==> config.mk <==
export PLATFORM = sky130hd
export DESIGN_NAME = cordic_vectoring_iter_flat
export DESIGN_NICKNAME = d
export VERILOG_FILES = /design/src/rtl/cordic_vectoring_iter_if.sv /design/src/rtl/cordic_vectoring_iter.sv /design/src/flat_wrapper.sv
export SDC_FILE = /design/constraint.sdc
export NUM_CORES = 1
export LEC_CHECK = 0
export CORE_ASPECT_RATIO = 0.5
export CORE_UTILIZATION = 45
export CTS_CLUSTER_SIZE = 12
export DETAILED_ROUTE_END_ITERATION = 8
export PLACE_DENSITY = 0.63
export SYNTH_ARGS = -nofsm -noshare
export SYNTH_HDL_FRONTEND = slang
export SYNTH_SLANG_ARGS = --single-unit
==> constraint.sdc <==
create_clock -name clk -period 17.5 [get_ports clk]
set_input_delay 1.75 -clock clk [delete_from_list [all_inputs] [get_ports clk]]
set_output_delay 1.75 -clock clk [all_outputs]
set_load 0.01 [all_outputs]
==> src/rtl/cordic_vectoring_iter_if.sv <==
// cordic_vectoring_iter_if
// Handshake and data bundle for the iterative vectoring CORDIC.
//   in_valid / in_ready   : input vector handshake (x_in, y_in)
//   out_valid / out_ready : result handshake (mag_out, ang_out)
// slave  : the CORDIC block side
// master : the upstream/downstream user side
interface cordic_vectoring_iter_if #(
    parameter int WIDTH = 32
);
    logic                    in_valid;
    logic                    in_ready;
    logic signed [WIDTH-1:0] x_in;
    logic signed [WIDTH-1:0] y_in;
    logic                    out_valid;
    logic                    out_ready;
    logic signed [WIDTH-1:0] mag_out;
    logic signed [WIDTH-1:0] ang_out;

    modport slave (
        input  in_valid, x_in, y_in, out_ready,
        output in_ready, out_valid, mag_out, ang_out
    );

    modport master (
        output in_valid, x_in, y_in, out_ready,
        input  in_ready, out_valid, mag_out, ang_out
    );
endinterface

==> src/rtl/cordic_vectoring_iter.sv <==
// cordic_vectoring_iter
// Iterative vectoring-mode CORDIC. Takes a signed vector (x, y), drives y
// toward zero over ITER micro-rotations on one shared datapath and returns
// the K-scaled magnitude and atan2(y, x) in radians * 2^29.
// Ports:
//   clk   : clock, rising edge
//   rst_n : synchronous active-low reset
//   bus   : cordic_vectoring_iter_if.slave (input and result handshakes)
//
// state | meaning
// ------+--------------------------------------------------------------
// IDLE  | in_ready=1, waiting for a vector; captures with pre-rotation
// RUN   | one micro-rotation per cycle, index i = 0 .. ITER-1
// HOLD  | out_valid=1, result held until out_ready
module cordic_vectoring_iter #(
    parameter int ITER  = 16,
    parameter int WIDTH = 32
) (
    input  logic                  clk,
    input  logic                  rst_n,
    cordic_vectoring_iter_if.slave bus
);
    typedef enum logic [1:0] {
        IDLE = 2'd0,
        RUN  = 2'd1,
        HOLD = 2'd2
    } state_t;

    localparam logic signed [WIDTH-1:0] PI   = 32'sd1686629713;
    localparam logic [4:0]              LAST = 5'(ITER - 1);

    state_t                  state_q, state_d;
    logic signed [WIDTH-1:0] x_q, y_q, z_q;
    logic [4:0]              i_q;
    logic signed [WIDTH-1:0] mag_q, ang_q;

    logic signed [WIDTH-1:0] x_cap, y_cap, z_cap;
    logic signed [WIDTH-1:0] x_sh, y_sh, atan_i;
    logic signed [WIDTH-1:0] x_nxt, y_nxt, z_nxt;

    // round(atan(2^-i) * 2^29)
    function automatic logic signed [WIDTH-1:0] atan_rom(input logic [4:0] idx);
        case (idx)
            5'd0:    atan_rom = 32'sd421657428;
            5'd1:    atan_rom = 32'sd248918915;
            5'd2:    atan_rom = 32'sd131521918;
            5'd3:    atan_rom = 32'sd66762579;
            5'd4:    atan_rom = 32'sd33510843;
            5'd5:    atan_rom = 32'sd16771758;
            5'd6:    atan_rom = 32'sd8387925;
            5'd7:    atan_rom = 32'sd4194219;
            5'd8:    atan_rom = 32'sd2097141;
            5'd9:    atan_rom = 32'sd1048575;
            5'd10:   atan_rom = 32'sd524288;
            5'd11:   atan_rom = 32'sd262144;
            5'd12:   atan_rom = 32'sd131072;
            5'd13:   atan_rom = 32'sd65536;
            5'd14:   atan_rom = 32'sd32768;
            5'd15:   atan_rom = 32'sd16384;
            5'd16:   atan_rom = 32'sd8192;
            5'd17:   atan_rom = 32'sd4096;
            5'd18:   atan_rom = 32'sd2048;
            5'd19:   atan_rom = 32'sd1024;
            5'd20:   atan_rom = 32'sd512;
            5'd21:   atan_rom = 32'sd256;
            5'd22:   atan_rom = 32'sd128;
            5'd23:   atan_rom = 32'sd64;
            5'd24:   atan_rom = 32'sd32;
            5'd25:   atan_rom = 32'sd16;
            5'd26:   atan_rom = 32'sd8;
            5'd27:   atan_rom = 32'sd4;
            5'd28:   atan_rom = 32'sd2;
            5'd29:   atan_rom = 32'sd1;
            default: atan_rom = 32'sd0;
        endcase
    endfunction

    // Left half-plane vectors are rotated by pi so the iterations only
    // ever have to cover (-pi/2, pi/2).
    always_comb begin
        x_cap = bus.x_in;
        y_cap = bus.y_in;
        z_cap = '0;
        if (bus.x_in[WIDTH-1]) begin
            x_cap = -bus.x_in;
            y_cap = -bus.y_in;
            z_cap = bus.y_in[WIDTH-1] ? -PI : PI;
        end
    end

    // One micro-rotation; both updates use the pre-update x and y.
    always_comb begin
        atan_i = atan_rom(i_q);
        x_sh   = x_q >>> i_q;
        y_sh   = y_q >>> i_q;
        if (y_q > 0) begin
            x_nxt = x_q + y_sh;
            y_nxt = y_q - x_sh;
            z_nxt = z_q + atan_i;
        end else begin
            x_nxt = x_q - y_sh;
            y_nxt = y_q + x_sh;
            z_nxt = z_q - atan_i;
        end
    end

    always_ff @(posedge clk) begin
        if (!rst_n) begin
            state_q <= IDLE;
        end else begin
            state_q <= state_d;
        end
    end

    always_comb begin
        state_d = state_q;
        case (state_q)
            IDLE:    if (bus.in_valid)  state_d = RUN;
            RUN:     if (i_q == LAST)   state_d = HOLD;
            HOLD:    if (bus.out_ready) state_d = IDLE;
            default: state_d = IDLE;
        endcase
    end

    always_comb begin
        bus.in_ready  = (state_q == IDLE);
        bus.out_valid = (state_q == HOLD);
    end

    always_ff @(posedge clk) begin
        if (!rst_n) begin
            x_q   <= '0;
            y_q   <= '0;
            z_q   <= '0;
            i_q   <= '0;
            mag_q <= '0;
            ang_q <= '0;
        end else begin
            case (state_q)
                IDLE: begin
                    if (bus.in_valid) begin
                        x_q <= x_cap;
                        y_q <= y_cap;
                        z_q <= z_cap;
                        i_q <= '0;
                    end
                end
                RUN: begin
                    x_q <= x_nxt;
                    y_q <= y_nxt;
                    z_q <= z_nxt;
                    i_q <= i_q + 5'd1;
                    if (i_q == LAST) begin
                        mag_q <= x_nxt;
                        ang_q <= z_nxt;
                    end
                end
                default: ;
            endcase
        end
    end

    assign bus.mag_out = mag_q;
    assign bus.ang_out = ang_q;
endmodule

==> src/flat_wrapper.sv <==
// flat-port wrapper written by rule: the top's interface ports become plain ports
module cordic_vectoring_iter_flat 
#(
    parameter int ITER  = 16,
    parameter int WIDTH = 32
)
  (clk, rst_n, bus_in_valid, bus_x_in, bus_y_in, bus_out_ready, bus_in_ready, bus_out_valid, bus_mag_out, bus_ang_out);
  cordic_vectoring_iter_if #(.WIDTH(WIDTH)) bus_i ();
  input  logic clk;
  input  logic rst_n;
  input wire logic [$bits(bus_i.in_valid)-1:0] bus_in_valid;
  input wire logic [$bits(bus_i.x_in)-1:0] bus_x_in;
  input wire logic [$bits(bus_i.y_in)-1:0] bus_y_in;
  input wire logic [$bits(bus_i.out_ready)-1:0] bus_out_ready;
  output wire logic [$bits(bus_i.in_ready)-1:0] bus_in_ready;
  output wire logic [$bits(bus_i.out_valid)-1:0] bus_out_valid;
  output wire logic [$bits(bus_i.mag_out)-1:0] bus_mag_out;
  output wire logic [$bits(bus_i.ang_out)-1:0] bus_ang_out;
  assign bus_i.in_valid = bus_in_valid;
  assign bus_i.x_in = bus_x_in;
  assign bus_i.y_in = bus_y_in;
  assign bus_i.out_ready = bus_out_ready;
  assign bus_in_ready = bus_i.in_ready;
  assign bus_out_valid = bus_i.out_valid;
  assign bus_mag_out = bus_i.mag_out;
  assign bus_ang_out = bus_i.ang_out;
  cordic_vectoring_iter #(.ITER(ITER), .WIDTH(WIDTH)) u_core (.clk(clk), .rst_n(rst_n), .bus(bus_i));
endmodule
---- After elaboration in Yosys (flattened, before gate mapping) ----
Memories as Yosys holds them, arrays and structs flattened. A register that Yosys moved wholly into a read port is not among the register bits.
Cells that the tools add are included.
storage, ports and cells
  register bits after elaboration ......... 167
  ROM bits ................................ 928
  input port bits ......................... 68
  output and inout bits ................... 66
  word-level logic and storage cells ...... 52
  memories kept ........................... 1
memories
  name             depth  width  rd ports  clocked after memory_dff  wr ports  RTL line                     RTL
  (no name shown)  32     29     1         1                         0         cordic_vectoring_iter.sv:43  case (idx)
cells by class
  add/subtract/negate cells ............... 9
  $lt $le $gt $ge ......................... 1
  equal/unequal tests ..................... 6
  shift operators ......................... 2
  mux-type cells .......................... 21
  reductions and logical operators ........ 5
operator list
  kind                                                                               count
  32-bit two-way mux                                                                 10
  32-bit one-hot mux with 2 select lines                                             3
  32-bit adder                                                                       3
  32-bit subtractor                                                                  3
  32-bit negation                                                                    2
  32-bit by 5-bit >>> shifter with 32-bit output                                     2
  32-bit by 1-bit greater-than comparator with 1-bit output (second input constant)  1
  5-bit two-way mux                                                                  3
  5-bit one-hot mux with 2 select lines                                              1
  2-bit two-way mux                                                                  3
  2-bit one-hot mux with 3 select lines                                              1
  5-bit by 1-bit adder with 5-bit output (second input constant)                     1
  5-bit by 4-bit equality test with 1-bit output (second input constant)             1
  2-bit inequality test (second input constant)                                      2
  2-bit AND reduction                                                                2
  3-bit AND reduction                                                                1
  2-bit by 1-bit equality test with 1-bit output (second input constant)             1
  2-bit equality test (second input constant)                                        1
  2-bit zero test                                                                    1
  2-bit by 1-bit inequality test with 1-bit output (second input constant)           1
  2-bit nonzero test                                                                 1

---- Depth between registers and ports, before layout ----
  word-level depth ........................ 5
  gate-level depth with buffers ........... 27
  gate-level depth less buffers ........... 21

---- Worst setup path after synthesis ----
No wires, ideal clock.
  path type ............................... reg-to-reg
  start point ............................. register u_core.i_q[1]
  end point ............................... register u_core.y_q[28]
  setup time .............................. 0.124 ns
  arrival ................................. 5.389 ns
  data required time ...................... 17.376 ns
  slack ................................... 11.986 ns
  stages on the path, launching flop included .. 24
  buffers on the path ..................... 5
  clock period less this slack ............ 5.514 ns
  path through ............................ dfxtp_1 -> buf_2 -> buf_2 -> buf_4 -> buf_2 -> buf_2 -> mux4_2 -> a32oi_1 -> nand2_1 -> a211oi_1 -> and3_1 -> and4bb_2 -> a21oi_1 -> xnor2_1 -> ha_1 -> a21oi_1 -> or3b_2 -> a31oi_1 -> o211ai_1 -> o41ai_1 -> o221ai_1 -> a21oi_1 -> xor2_1 -> o22ai_1
on the way
  cells in the longest elaborated chain, start to end .. 4
  elaborated cells on any way between the ends .. 5
  those cells by class .................... 2 x add/sub; 1 x shift; 2 x mux
ends and longest elaborated chain
  what                                               RTL line                                                   RTL
  start: declaration                                 cordic_vectoring_iter.sv:34                                logic [4:0] i_q;
  start signal: assignment                           cordic_vectoring_iter.sv:152                               i_q <= i_q + 5'd1;
  32-bit by 5-bit >>> shifter with 32-bit output *   cordic_vectoring_iter.sv:94                                x_sh = x_q >>> i_q;
  32-bit adder or 32-bit subtractor (tied branches)  cordic_vectoring_iter.sv:102, cordic_vectoring_iter.sv:98
  32-bit two-way mux *                               cordic_vectoring_iter.sv:96                                if (y_q > 0) begin
  32-bit one-hot mux with 2 select lines *           cordic_vectoring_iter.sv:139                               case (state_q)
  end signal: assignment                             cordic_vectoring_iter.sv:143                               y_q <= y_cap;
  end signal: assignment                             cordic_vectoring_iter.sv:150                               y_q <= y_nxt;
  end: declaration                                   cordic_vectoring_iter.sv:33                                logic signed [WIDTH-1:0] x_q, y_q, z_q;
Mark *: on every way between the ends. The rest lies on a longest branch, timed or not.
A chain may end at the register's enable or synchronous reset.

---- Worst setup path in the final report ----
  start point ............................. register u_core.i_q[0]
  end point ............................... register u_core.mag_q[30] (netlist: u_core.bus.mag_out[30])
on the way
  cells in the longest elaborated chain, start to end .. 3
  elaborated cells on any way between the ends .. 6
  those cells by class .................... 2 x add/sub; 1 x eq/ne; 1 x shift; 1 x mux; 1 x reduce/logical
ends and longest elaborated chain
  what                                               RTL line                                                   RTL
  32-bit by 5-bit >>> shifter with 32-bit output     cordic_vectoring_iter.sv:95                                y_sh = y_q >>> i_q;
  32-bit subtractor or 32-bit adder (tied branches)  cordic_vectoring_iter.sv:101, cordic_vectoring_iter.sv:97
  32-bit two-way mux                                 cordic_vectoring_iter.sv:96
  end signal: assignment                             cordic_vectoring_iter.sv:154                               mag_q <= x_nxt;
  end: declaration                                   cordic_vectoring_iter.sv:35                                logic signed [WIDTH-1:0] mag_q, ang_q;
Several ways; a longest one is shown, not always the timed one.

==> flow_summary.ini <==
[placed_design]
place_congestion = 1.012
dp_hpwl_mm = 58.62
post-place-cells = 3132
portBuffers = 133

[layout]
final_common_cell = nor2_1
instances_no_fill = 3164
fin_util_pct = 50.95
antennaDiodeCount = 0
area_growth_pct = 10.91
mostFrequentLayoutCells = 284 x nor2_1, 238 x nand2_1, 200 x a21oi_1
fin_nets = 2748
final_layout_size_suffix_gt1_share_pct = 7.725

[setup_path]
start_kind = flip-flop
cp-endpoint = u_core.bus.mag_out[30]
critPathMaxFanout = 54
cp.required_ns = 17.84
r2r_cells = 20
worst_path_max_delay_cell = dfxtp_4
worst_path_most_repeated_cell = o21ai_0
r2r_setup_slack_ns = 10.16
reg2reg_to = u_core.bus.mag_out[30]
cp.arrival_ns = 7.68
path_cells = buf_4 -> mux4_2 -> mux4_2 -> a2111oi_0 -> a41oi_1 -> and3b_1 -> nand3_1 -> nor2_1 -> a21oi_1 -> xor2_1 -> ha_1 -> a21oi_1 -> o21bai_1 -> a31oi_1 -> o21ai_0 -> a221oi_1 -> o21ai_0 -> a31oi_1 -> o21ai_0 -> o311ai_0
setup.worst_path.start = u_core.i_q[0]
cpPeakStageDelay_ns = 0.77
crit_path_end_kind = flip-flop
worst-setup-path-type = flip-flop to flip-flop
r2r-start = u_core.i_q[0]

[cts]
cts_tree = done
clk_pin_slew_ns = 0.09
cts_buffers = 17
root_buffer = clkbuf_16
cts_setup_buffers = 0
htree_levels = 4
cts_hold_buf = 0
ctsResizeCount = 0
clockBufferDepth = 2
cts_sinks = 196
clk-insertion-delay-late_ns = 0.47

[synth]
yosys.area_share.xor_xnor_pct = 9.696
yosysSeqAreaShare_pct = 19.48
synth_seq_cells = 196
yosysUniqueCellTypes = 91
ys.flop_type = dfxtp_1
avgSynthCellArea_um2 = 7.899
synth.area.mux_share_pct = 13.40
synth_top_family_by_area = compound AO/OA/AOI/OAI gates
yosysWarnings = 0
syn-cell-area_um2 = 20140
synth_edf_count = 0
syn_inst = 2550
synthArstFlopShare_pct = 0
yosys.area_share.simple_pct = 19.22
synth_nets = 2735
synth_compound_area_share_pct = 26.19
synthAdderAreaFrac_pct = 7.379

[sta]
hold_violations = 0
fin_crit_ns = 7.341
relSlewSlack_pct = 22.26
setup_viol_count_final = 0
rsz0062_at_grt = no
fin_crit_sh_pct = 41.95
slew_violations = 0
clock.fmax_mhz = 136.2
fin_setup_tns_ns = 0
whs_ns = 0.4584
clock-skew-final_ns = 0.01664
tightest_slew_ns = 1.137

[grt]
grt_remaining_overflow = 0
grt_pass1_wl_mm = 117.1
grt_start_max_net_pins = 82
gr-usage-all-layers_pct = 33.71
grt_pass1_vias = 18650
antenna_found_initial = 1

[die]
core_area_um2 = 43850
io_pins = 134
dieHeight_um = 151.6
die_x_um = 301.2
num_rows = 54
dieArea_um2 = 45660
initial_core_util_pct = 45.94

[routing]
wl_per_cell_um = 24.68
totalWireLength_mm = 78.08
ant_nets = 0
drc = 0
firstDrtPassIters = 8
via_per_inst = 6.488
dr_total_vias = 20530
drtIter0Drc = 2494

[power_and_ir_drop]
peakVddDrop_uv = 63.02
p_clk_share_pct = 13.3
seq_power_share_pct = 20.9
p_int_mw = 1.538
power_per_cell_area_nw_per_um2 = 143.9
power.share.combinational_pct = 65.8
p_total_mw = 3.214
cellLeakagePower_nw = 8.418
p_sw_share_pct = 52.14
p_switching_mw = 1.676

[outcome]
run_status = completed

[hold_path]
hold_path.class = flip-flop to flip-flop

[run]
drv_cap = 0
==> cell type report <==
type / count / area (µm²)
Tap cell: 588 / 735.7
Timing Repair Buffer: 160 / 1526
Sequential cell: 196 / 3938
Inverter: 52 / 195.2
Clock buffer: 17 / 425.4
Multi-Input combinational cell: 2136 / 15320
Clock inverter: 15 / 195.2
Fill cell: 4316 / 21510
==> registers in the layout, summed over array words and instances (netlist names) <==
name and count:
u_core.state_q 2, u_core.y_q 32, u_core.z_q 32, u_core.x_q 32, u_core.bus.mag_out 32, u_core.atan_i 29, u_core.i_q 5, u_core.bus.ang_out 32
==> power by group through the flow <==
| stage | clock network (mW) | registers [mW] | logic (mW) |
|---|---|---|---|
| global route | 0.449 | 0.671 | 2.28 |
| detailed placement | 0 | 0.667 | 2.03 |
| CTS | 0.434 | 0.657 | 2.05 |
| finish | 0.427 | 0.672 | 2.11 |
| global placement | 0 | 0.669 | 2.05 |
| floorplan | 0 | 0.577 | 1.51 |
==> routing by layer <==
layer  GRT usage (%)  vias to the layer above  wire [µm]
met2           50.15                     1032      32820
li1                -                     9488          -
met4           9.949                        0       1945
met1           47.83                     9892      35000
met3           8.198                      117       8315
met5               0                        -          0
==> kinds of logic after synthesis <==
logic type      after synthesis
flops                       196
buf+inv                     218
mux                         181
compound gates              794
fa+ha+maj                   117
xor+xnor                    223
simple gates                821
==> worst min-delay path by stage <==
stage / startpoint / to / slack (ns) / cells after the start
floorplan: u_core.z_q[11] / u_core.z_q[11] / 0.47 / 2
CTS: u_core.bus.mag_out[25] / u_core.bus.mag_out[25] / 0.46 / 2
global route: u_core.bus.mag_out[25] / u_core.bus.mag_out[25] / 0.48 / 2
global placement: u_core.bus.mag_out[25] / u_core.bus.mag_out[25] / 0.44 / 2
finish: u_core.bus.mag_out[1] / u_core.bus.mag_out[1] / 0.46 / 2
detailed placement: u_core.bus.mag_out[25] / u_core.bus.mag_out[25] / 0.45 / 2
==> cell usage after synthesis (all sizes together) (35+ instances only) <==
| cell | instances | share of area [%] |
|---|---|---|
| nand2 | 239 | 4.5 |
| clkbuf | 116 | 2.2 |
| mux2i | 81 | 4.0 |
| a211oi | 68 | 2.6 |
| nor2 | 287 | 5.3 |
| a221oi | 37 | 1.6 |
| inv | 50 | 0.93 |
| xor2 | 122 | 5.3 |
| buf | 50 | 1.5 |
| a21oi | 200 | 5.0 |
| o21a | 37 | 1.4 |
| ha | 114 | 7.1 |
| o21ai | 143 | 3.6 |
| a21o | 49 | 1.8 |
| mux4 | 66 | 7.4 |
| dfxtp | 196 | 19 |
| nand2b | 35 | 1.1 |
| xnor2 | 101 | 4.4 |
==> critical path: cells and delay by family, from the launching register on <==
kind            cells  cell delay, ns
xor+xnor            1            0.17
buf+inv             1            0.73
simple gates        3            0.85
fa+ha+maj           1            0.34
mux                 2            1.20
flops               1            0.77
compound gates     12            3.10
==> stage by stage <==
step           instance area, µm²  setup WS [ns]
3_5_place_dp                21720          10.41
3_3_place_gp                21720          10.47
4_1_cts                     22340          10.32
2_1_floorplan               20140          11.99
6_report                    22340          10.16
5_1_grt                     22340          9.710
Note: power is estimated with default switching activity, not from simulation.
